`config.mk`:
```
export PLATFORM = sky130hd
export DESIGN_NAME = atm_ledger_arbiter
export DESIGN_NICKNAME = d
export VERILOG_FILES = /design/src/rtl/atm_pkg.sv /design/src/rtl/rr_arbiter.sv /design/src/rtl/atm_ledger_arbiter.sv
export SDC_FILE = /design/constraint.sdc
export NUM_CORES = 1
export LEC_CHECK = 0
export ABC_AREA = 1
export BUFFER_PORTS_ARGS = -buffer_cell sky130_fd_sc_hd__buf_4
export CORE_ASPECT_RATIO = 1.2
export CORE_UTILIZATION = 56
export CTS_BUF_LIST = sky130_fd_sc_hd__clkbuf_2
export CTS_CLUSTER_DIAMETER = 200
export DETAILED_ROUTE_END_ITERATION = 8
export GPL_ROUTABILITY_DRIVEN = 0
export PLACE_DENSITY = 0.94
export SYNTH_ARGS = -nofsm -noshare
export SYNTH_HDL_FRONTEND = slang
export SYNTH_SLANG_ARGS = --single-unit
```
`constraint.sdc`:
```
create_clock -name clock -period 2.7 [get_ports clock]
set_input_delay 0.405 -clock clock [delete_from_list [all_inputs] [get_ports clock]]
set_output_delay 0.405 -clock clock [all_outputs]
set_load 0.01 [all_outputs]
```
`src/rtl/atm_pkg.sv`:
```
// Shared definitions for the ATM ledger arbiter: default widths, opcodes and
// the transaction sequencer state encoding.
package atm_pkg;

  localparam int unsigned DEF_NUM_TERM = 4;
  localparam int unsigned DEF_IDX_W    = 4;
  localparam int unsigned DEF_AMT_W    = 10;
  localparam int unsigned OP_W         = 2;

  // Terminal opcodes
  typedef enum logic [OP_W-1:0] {
    OP_BAL      = 2'b00,
    OP_WITHDRAW = 2'b01,
    OP_XFER     = 2'b10,
    OP_RSVD     = 2'b11
  } op_e;

  // Sequencer states: one fixed read-check-write pass per granted transaction
  typedef enum logic [2:0] {
    ST_IDLE   = 3'd0,
    ST_RD_SRC = 3'd1,
    ST_RD_DST = 3'd2,
    ST_CHECK  = 3'd3,
    ST_WR_SRC = 3'd4,
    ST_WR_DST = 3'd5,
    ST_RESP   = 3'd6
  } state_e;

endpackage

```
`src/rtl/rr_arbiter.sv`:
```
// Combinational round-robin pick: first requester at or after ptr.
// Ports:
//   req          - request vector
//   ptr          - highest-priority index this round
//   pick_c       - one-hot winner (zero when no request)
//   pick_idx_c   - binary index of the winner
//   pick_valid_c - any request present
module rr_arbiter #(
  parameter int unsigned N     = 4,
  parameter int unsigned PTR_W = 2
) (
  input  logic [N-1:0]     req,
  input  logic [PTR_W-1:0] ptr,
  output logic [N-1:0]     pick_c,
  output logic [PTR_W-1:0] pick_idx_c,
  output logic             pick_valid_c
);

  // Scan from ptr with wraparound; first hit wins
  always_comb begin
    logic [PTR_W-1:0] k;
    pick_c       = '0;
    pick_idx_c   = '0;
    pick_valid_c = 1'b0;
    k            = '0;
    for (int unsigned i = 0; i < N; i++) begin
      k = PTR_W'((32'(ptr) + i) % N);
      if (!pick_valid_c && req[k]) begin
        pick_valid_c = 1'b1;
        pick_c[k]    = 1'b1;
        pick_idx_c   = k;
      end
    end
  end

endmodule

```
`src/rtl/atm_ledger_arbiter.sv`:
```
// Shares one single-port ledger RAM (1-cycle read latency) between NUM_TERM
// ATM terminals. Requests are granted round-robin and each granted
// transaction runs a fixed read-src, read-dst, check, write sequence so
// ledger accesses of different terminals never interleave.
// Ports:
//   clock, reset          - clock, synchronous active-high reset
//   req/op/src_idx/dst_idx/amount - per-terminal request and fields (packed)
//   grant                 - one-hot owner of the ledger (registered)
//   done                  - one-hot completion pulse (registered)
//   status_ok, result_bal - outcome and source balance, valid with done
//   mem_addr/mem_we/mem_wdata - ledger RAM request (combinational)
//   mem_rdata             - ledger RAM read data, one cycle after mem_addr
module atm_ledger_arbiter
  import atm_pkg::*;
#(
  parameter int unsigned NUM_TERM = DEF_NUM_TERM,
  parameter int unsigned IDX_W    = DEF_IDX_W,
  parameter int unsigned AMT_W    = DEF_AMT_W
) (
  input  logic                      clock,
  input  logic                      reset,
  input  logic [NUM_TERM-1:0]       req,
  input  logic [OP_W*NUM_TERM-1:0]  op,
  input  logic [IDX_W*NUM_TERM-1:0] src_idx,
  input  logic [IDX_W*NUM_TERM-1:0] dst_idx,
  input  logic [AMT_W*NUM_TERM-1:0] amount,
  output logic [NUM_TERM-1:0]       grant,
  output logic [NUM_TERM-1:0]       done,
  output logic                      status_ok,
  output logic [AMT_W-1:0]          result_bal,
  output logic [IDX_W-1:0]          mem_addr,
  output logic                      mem_we,
  output logic [AMT_W-1:0]          mem_wdata,
  input  logic [AMT_W-1:0]          mem_rdata
);

  localparam int unsigned TERM_W = (NUM_TERM > 1) ? $clog2(NUM_TERM) : 1;
  localparam logic [AMT_W:0] BAL_MAX = {1'b0, {AMT_W{1'b1}}};

  // Per-terminal views of the packed request fields
  logic [OP_W-1:0]  op_arr  [NUM_TERM];
  logic [IDX_W-1:0] src_arr [NUM_TERM];
  logic [IDX_W-1:0] dst_arr [NUM_TERM];
  logic [AMT_W-1:0] amt_arr [NUM_TERM];

  for (genvar t = 0; t < NUM_TERM; t++) begin : g_unpack
    assign op_arr[t]  = op[OP_W*t +: OP_W];
    assign src_arr[t] = src_idx[IDX_W*t +: IDX_W];
    assign dst_arr[t] = dst_idx[IDX_W*t +: IDX_W];
    assign amt_arr[t] = amount[AMT_W*t +: AMT_W];
  end

  state_e                state_q, state_d;
  logic [NUM_TERM-1:0]   grant_q, grant_d;
  logic [NUM_TERM-1:0]   done_q, done_d;
  logic                  status_ok_q, status_ok_d;
  logic [AMT_W-1:0]      result_bal_q, result_bal_d;
  logic [TERM_W-1:0]     rr_q, rr_d;
  logic [TERM_W-1:0]     g_q, g_d;
  op_e                   op_q, op_d;
  logic [IDX_W-1:0]      src_q, src_d;
  logic [IDX_W-1:0]      dst_q, dst_d;
  logic [AMT_W-1:0]      amt_q, amt_d;
  logic [AMT_W-1:0]      src_bal_q, src_bal_d;
  logic [AMT_W-1:0]      dst_bal_q, dst_bal_d;

  logic [NUM_TERM-1:0]   pick_c;
  logic [TERM_W-1:0]     pick_idx_c;
  logic                  pick_valid_c;

  logic [AMT_W:0]        dst_sum_c;
  logic                  chk_ok_c;
  logic                  chk_write_c;
  logic [TERM_W-1:0]     rr_next_c;

  rr_arbiter #(
    .N     (NUM_TERM),
    .PTR_W (TERM_W)
  ) u_rr_arbiter (
    .req          (req),
    .ptr          (rr_q),
    .pick_c       (pick_c),
    .pick_idx_c   (pick_idx_c),
    .pick_valid_c (pick_valid_c)
  );

  // Decision in CHECK: mem_rdata carries the destination balance this cycle
  always_comb begin
    dst_sum_c   = {1'b0, mem_rdata} + {1'b0, amt_q};
    chk_ok_c    = 1'b0;
    chk_write_c = 1'b0;
    case (op_q)
      OP_BAL: chk_ok_c = 1'b1;
      OP_WITHDRAW: begin
        chk_ok_c    = (amt_q <= src_bal_q);
        chk_write_c = chk_ok_c;
      end
      OP_XFER: begin
        chk_ok_c    = (amt_q <= src_bal_q) && (src_q != dst_q) &&
                      (dst_sum_c <= BAL_MAX);
        chk_write_c = chk_ok_c;
      end
      default: ;
    endcase
  end

  assign rr_next_c = (g_q == TERM_W'(NUM_TERM - 1)) ? '0 : g_q + TERM_W'(1);

  // State register
  always_ff @(posedge clock) begin
    if (reset) begin
      state_q      <= ST_IDLE;
      grant_q      <= '0;
      done_q       <= '0;
      status_ok_q  <= 1'b0;
      result_bal_q <= '0;
      rr_q         <= '0;
      g_q          <= '0;
      op_q         <= OP_BAL;
      src_q        <= '0;
      dst_q        <= '0;
      amt_q        <= '0;
      src_bal_q    <= '0;
      dst_bal_q    <= '0;
    end else begin
      state_q      <= state_d;
      grant_q      <= grant_d;
      done_q       <= done_d;
      status_ok_q  <= status_ok_d;
      result_bal_q <= result_bal_d;
      rr_q         <= rr_d;
      g_q          <= g_d;
      op_q         <= op_d;
      src_q        <= src_d;
      dst_q        <= dst_d;
      amt_q        <= amt_d;
      src_bal_q    <= src_bal_d;
      dst_bal_q    <= dst_bal_d;
    end
  end

  // Next state and registered outputs
  always_comb begin
    state_d      = state_q;
    grant_d      = grant_q;
    done_d       = '0;
    status_ok_d  = status_ok_q;
    result_bal_d = result_bal_q;
    rr_d         = rr_q;
    g_d          = g_q;
    op_d         = op_q;
    src_d        = src_q;
    dst_d        = dst_q;
    amt_d        = amt_q;
    src_bal_d    = src_bal_q;
    dst_bal_d    = dst_bal_q;

    case (state_q)
      ST_IDLE: begin
        if (pick_valid_c) begin
          grant_d = pick_c;
          g_d     = pick_idx_c;
          op_d    = op_e'(op_arr[pick_idx_c]);
          src_d   = src_arr[pick_idx_c];
          dst_d   = dst_arr[pick_idx_c];
          amt_d   = amt_arr[pick_idx_c];
          state_d = ST_RD_SRC;
        end
      end
      ST_RD_SRC: state_d = ST_RD_DST;
      ST_RD_DST: begin
        src_bal_d = mem_rdata;
        state_d   = ST_CHECK;
      end
      ST_CHECK: begin
        dst_bal_d = mem_rdata;
        if (chk_write_c) begin
          state_d = ST_WR_SRC;
        end else begin
          done_d       = grant_q;
          status_ok_d  = chk_ok_c;
          result_bal_d = src_bal_q;
          state_d      = ST_RESP;
        end
      end
      ST_WR_SRC: begin
        if (op_q == OP_XFER) begin
          state_d = ST_WR_DST;
        end else begin
          done_d       = grant_q;
          status_ok_d  = 1'b1;
          result_bal_d = src_bal_q - amt_q;
          state_d      = ST_RESP;
        end
      end
      ST_WR_DST: begin
        done_d       = grant_q;
        status_ok_d  = 1'b1;
        result_bal_d = src_bal_q - amt_q;
        state_d      = ST_RESP;
      end
      ST_RESP: begin
        grant_d = '0;
        rr_d    = rr_next_c;
        state_d = ST_IDLE;
      end
      default: state_d = ST_IDLE;
    endcase
  end

  // Ledger port is a pure decode of the current state and latched fields
  always_comb begin
    mem_addr  = src_q;
    mem_we    = 1'b0;
    mem_wdata = '0;
    case (state_q)
      ST_RD_DST: mem_addr = dst_q;
      ST_WR_SRC: begin
        mem_we    = 1'b1;
        mem_wdata = src_bal_q - amt_q;
      end
      ST_WR_DST: begin
        mem_addr  = dst_q;
        mem_we    = 1'b1;
        mem_wdata = dst_bal_q + amt_q;
      end
      default: ;
    endcase
  end

  assign grant      = grant_q;
  assign done       = done_q;
  assign status_ok  = status_ok_q;
  assign result_bal = result_bal_q;

endmodule
```
# Word-level counts from Yosys, hierarchy flattened
# Index checks and enable logic that the tools add are counted.
# word_totals
output_inout_bits,34
memories,0
ramBits,0
romBits,0
latch_bits,0
ff_bits,66
elab_cells,130
input_bits,96
# op_classes
shift,0
n_lt_le_gt_ge,11
n_mul,0
bitwise,4
div_mod_pow,0
n_mux,61
add_sub_neg,7
n_reduce_logical,21
eq_ne,13
# ops
operator,count
$mux W4,12
$mux W10,4
$pmux W10 S3,1
$bmux W10 S2,1
$pmux W10 S2,1
$mux W2,9
$pmux W3 S6,1
$bmux W4 S2,2
$mux W1,15
$lt A2 B3 Y1 const B,4
$or A4 B4 Y4,3
$pmux W4 S3,1
$add A10 B10 Y11,1
$le A11 B10 Y1 const B,1
$add A10 B10 Y10,1
$le A10 B10 Y1,1
$sub A10 B10 Y10,1
$eq A3 B3 Y1 const B,3
$logic_and A1 B1 Y1,9
$bmux W1 S2,4
$demux W1 S2,4
$ge A2 B1 Y1 const B,4
$pmux W4 S2,1
$eq A3 B2 Y1 const B,2
other kinds (21),31

# Longest topological paths before layout
# logic_depth
ltp_word,16
ltp_mapped,17
mapped_depth_nobuf,16

# Cells and area by module
# Synthesis repeated with hierarchy kept, for this count alone.
# hier_totals
hier_cells,776
hier_area_um2,4977.3
# modules_own_cells
module,instances,seq_area_each_um2,cells_per_inst,area_per_inst_um2
atm_ledger_arbiter,1,1321.3,702,4536.9
rr_arbiter,1,0.0,74,440.4

# Worst setup path after synthesis
# Ideal clock, no wire load.
# synth_path
kind,reg-to-output
startpoint,register amt_q[0]
endpoint,output port mem_wdata[8]
required_time_ps,2295
arrival_ps,2003
stages_incl_launch_ff,14
slack_ps,292
n_path_buf,0
cell_sequence,dfxtp_1 -> ha_1 -> fa_1 -> nand3_1 -> nand2_1 -> nand2_1 -> nand2_1 -> a21oi_1 -> nor2_1 -> o21ai_0 -> nand2_1 -> nand2_1 -> nand2_1 -> o21ai_0
# synth_via
elab_chain_cells,2
word_cells_on_any_way,3
classes_between,add/sub (2); mux (1)
# synth_rtl
element,line_no,rtl
from (decl),atm_ledger_arbiter.sv:63,"logic [AMT_W-1:0] amt_q, amt_d;"
from (signal assigned),atm_ledger_arbiter.sv:136,amt_q <= amt_d;
$add A10 B10 Y10 / $sub A10 B10 Y10 (equally long branches),"atm_ledger_arbiter.sv:225, atm_ledger_arbiter.sv:220",
$pmux W10 S2 *,atm_ledger_arbiter.sv:216,case (state_q)
to (decl),atm_ledger_arbiter.sv:33,"output logic [AMT_W-1:0] mem_wdata,"
# Every way passes the cells marked *; elsewhere a longest branch is shown, timed or not.

# Worst setup path in the final report
# layout_path
startpoint,register dst_bal_q[0]
endpoint,output port mem_wdata[8]
# layout_via
elab_chain_cells,2
# layout_rtl
element,line_no,rtl
from (decl),atm_ledger_arbiter.sv:65,"logic [AMT_W-1:0] dst_bal_q, dst_bal_d;"
from (signal assigned),atm_ledger_arbiter.sv:138,dst_bal_q <= dst_bal_d;
$add A10 B10 Y10,atm_ledger_arbiter.sv:225,mem_wdata = dst_bal_q + amt_q;
$pmux W10 S2,atm_ledger_arbiter.sv:216,
# Every way passes these cells.

==> impl_metrics.toml <==
[outcome]
outcome = "finished with violations"
violations = "setup timing"

[finish]
final_core_util = 0.794
drive_gt1_frac = 0.282
n_fill_cell = 621
fin_area_mm2 = 0.00713
regArea_mm2 = 0.00136
multi_input_area_mm2 = 0.00369
synthToLayoutAreaGrowth_pct = 37.9
antenna_cells = 0
fin_nets = 1138

[global_routing]
antenna_found_initial = 0
grt_pass1_vias = 5772
grt_pass1_wl_mm = 26.6
grt_max_degree = 78
overflow = 0
grt.total_usage = 0.350

[power_and_ir_drop]
power_mw = 4.52
power_density_mw_per_mm2 = 633
ir_worst_vdd_v = 0.000379
leakagePower_nw = 3.70

[logic_synthesis]
synth_area_per_cell_um2 = 6.12
ys_warn_count = 0
async_flop_share = 0
yosysTopAreaCell = "dfxtp_1"
netlist_instances = 846
synth_common_cells = "230 x nand2_1, 121 x inv_1, 112 x nor2_1"
yosysSeqAreaShare = 0.255
ys_top_cells_by_area = "dfxtp_1 26%, nand2_1 17%, ha_1 9.9%"
yosysMostFrequentCell = "nand2_1"
syn_nets = 986
ys_seq_elements = 66
synthFlopType = "dfxtp_1"
ys_types = 38
syn-cell-area_mm2 = 0.00517
synth-edff-count = 0
synth_top_area_frac = 0.255

[worst_setup_path]
critPathMaxStageDelay_ns = 0.43
arrival_ns = 2.80
crit_chain = "ha_4 > fa_2 > nand3_2 > nand2_2 > nand2_2 > nand2_2 > a21oi_2 > nor2_2 > o21ai_1 > nand2_1 > nand2_1 > nand2_1 > o21ai_1 > buf_4"
cp_max_fo = 2
path_class = "flop to output port"
crit_family = "simple AND/OR/NAND/NOR gates"
cp-end-kind = "output port"
slowest_stage = "dfxtp_1"
cp_num_buf_inv = 1
required_ns = 2.30
critical_path.startpoint_type = "flop"

[clock_tree]
insertion_delay_ns = 0.56
cts_sinks = 66
path_clk_slew_ns = 0.20
clk_path_buf_depth = 2
cts_buffers = 9
cts_max_level = 3
cts_root_buf = "clkbuf_2"
cts_tree = "built"

[route]
wire_per_inst_um = 16.8
postRouteAntennaNets = 0
first_iter_violations = 902
routed_wirelength_mm = 18.9
via_per_inst = 5.73
drcViolationCount = 0
firstDrtPassIters = 6
vias = 6433

[placement]
hpwl_mm = 11.1
port_buffers = 129
placed_area_mm2 = 0.00628

[timing]
final.setup.tns_ns = -1.54
final-setup-viol-count = 7
period_needed_ns = 3.20
slew_viol_final = 0
worst_pin_slew_ns = 0.608
fin_crit_sh = 1.19
max_freq_ghz = 0.312
setup_slack_ns = -0.504
fin_hold_ws_ns = 0.106
fin_skew_ns = 0.0166
grt_setup_unrepaired = "yes"
finalHoldViolations = 0
max_slew_margin = 0.590

[floorplan]
die_h_um = 107
num_io_pins = 130
die_area_mm2 = 0.00963
die_x_um = 89.7
rows = 38
core_mm2 = 0.00899
initial_core_util = 0.576

[min_path]
hp-class = "input port to flop"

[run]
drv_cap = 0
==> cell families (layout without fill, tap and decap cells) <==
| logic type | count (synthesis) | count (layout) | synth area share |
|---|---|---|---|
| compound gates | 141 | 141 | 0.147 |
| xor+xnor | 12 | 12 | 0.0203 |
| fa+ha+maj | 44 | 44 | 0.111 |
| buf+inv | 153 | 310 | 0.122 |
| flops | 66 | 66 | 0.255 |
| simple gates | 430 | 430 | 0.345 |
==> timing repair <==
action | CTS | global route
hold buffers | 0 | 0
resized for setup | 55 | 70
gates cloned | 0 | 1
endpoints found under the setup margin | 7 | 24
buffers inserted | 14 | 9
pin swaps | 21 | 13
==> worst min-delay path, cell delays in order <==
cell	delay, ns
buf_4	0.11
nor2_1	0.04
nor2_1	0.08
==> registers in the layout (all words and copies together), names as in the netlist, 3 cells and up <==
signal and flops:
amt_q 10, dst_bal_q 10, result_bal 10, src_bal_q 10, done 4, dst_q 4, grant 4, src_q 4
state_q 3
==> cell type report <==
cell class | count | area share
flip-flops and latches | 66 | 0.190
clock buffers | 9 | 0.00631
inverters | 125 | 0.0661
clock inverters | 7 | 0.0130
multi-input cells | 627 | 0.518
well taps | 120 | 0.0210
repair buffers | 169 | 0.185
==> layout by cell type (no fill, tap or decap), types with 3 or more instances in the layout <==
cell type,synthesis,routed
a21oi_1,38,33
a21oi_2,1,4
a22oi_1,3,3
buf_4,4,163
buf_6,4,3
clkbuf_2,2,9
dfxtp_1,66,54
dfxtp_2,0,3
dfxtp_4,0,9
ha_1,41,25
ha_4,0,15
inv_1,121,114
inv_2,3,9
nand2_1,230,215
nand2_2,6,16
nand2_4,1,6
nand3_1,55,50
nand3_2,3,7
nand4_1,9,9
nor2_1,112,107
nor2_4,0,3
nor3_1,9,7
o21ai_0,68,59
o21ai_1,14,18
o21ai_2,1,5
o21bai_1,3,3
o22ai_1,5,3
o32ai_1,3,3
xnor2_1,6,6
xor2_1,6,4
==> path summary, 6_finish.rpt <==
check                from            end  slack, ns  cells after the start
max          dst_bal_q[0]   mem_wdata[8]      -0.50                     14
min          mem_rdata[6]   src_bal_q[6]       0.11                      3
max reg2reg      amt_q[5]  result_bal[9]          0                     11
min reg2reg      grant[1]        done[1]       0.48                      2
==> stage by stage <==
step                      setup slack, ns  std cells
after floorplan                     0.292        846
after global placement              0.131       1083
after detailed placement           0.0653       1083
after CTS                          -0.266       1113
after global routing               -0.566       1123
final                              -0.504       1123
==> layer usage <==
metal / global-route usage / wire length [um] / part of all wire
met5: 0 / 0 / 0
met4: 0.242 / 1700 / 0.090
met3: 0.0819 / 1930 / 0.10
met2: 0.596 / 8770 / 0.46
met1: 0.388 / 6500 / 0.34
==> power by group <==
group / internal, mW / switching (mW)
registers: 1.14 / 0.159
logic: 1.04 / 1.48
clock network: 0.304 / 0.403
total: 2.48 / 2.04
Note: power is estimated with default switching activity, not from simulation.
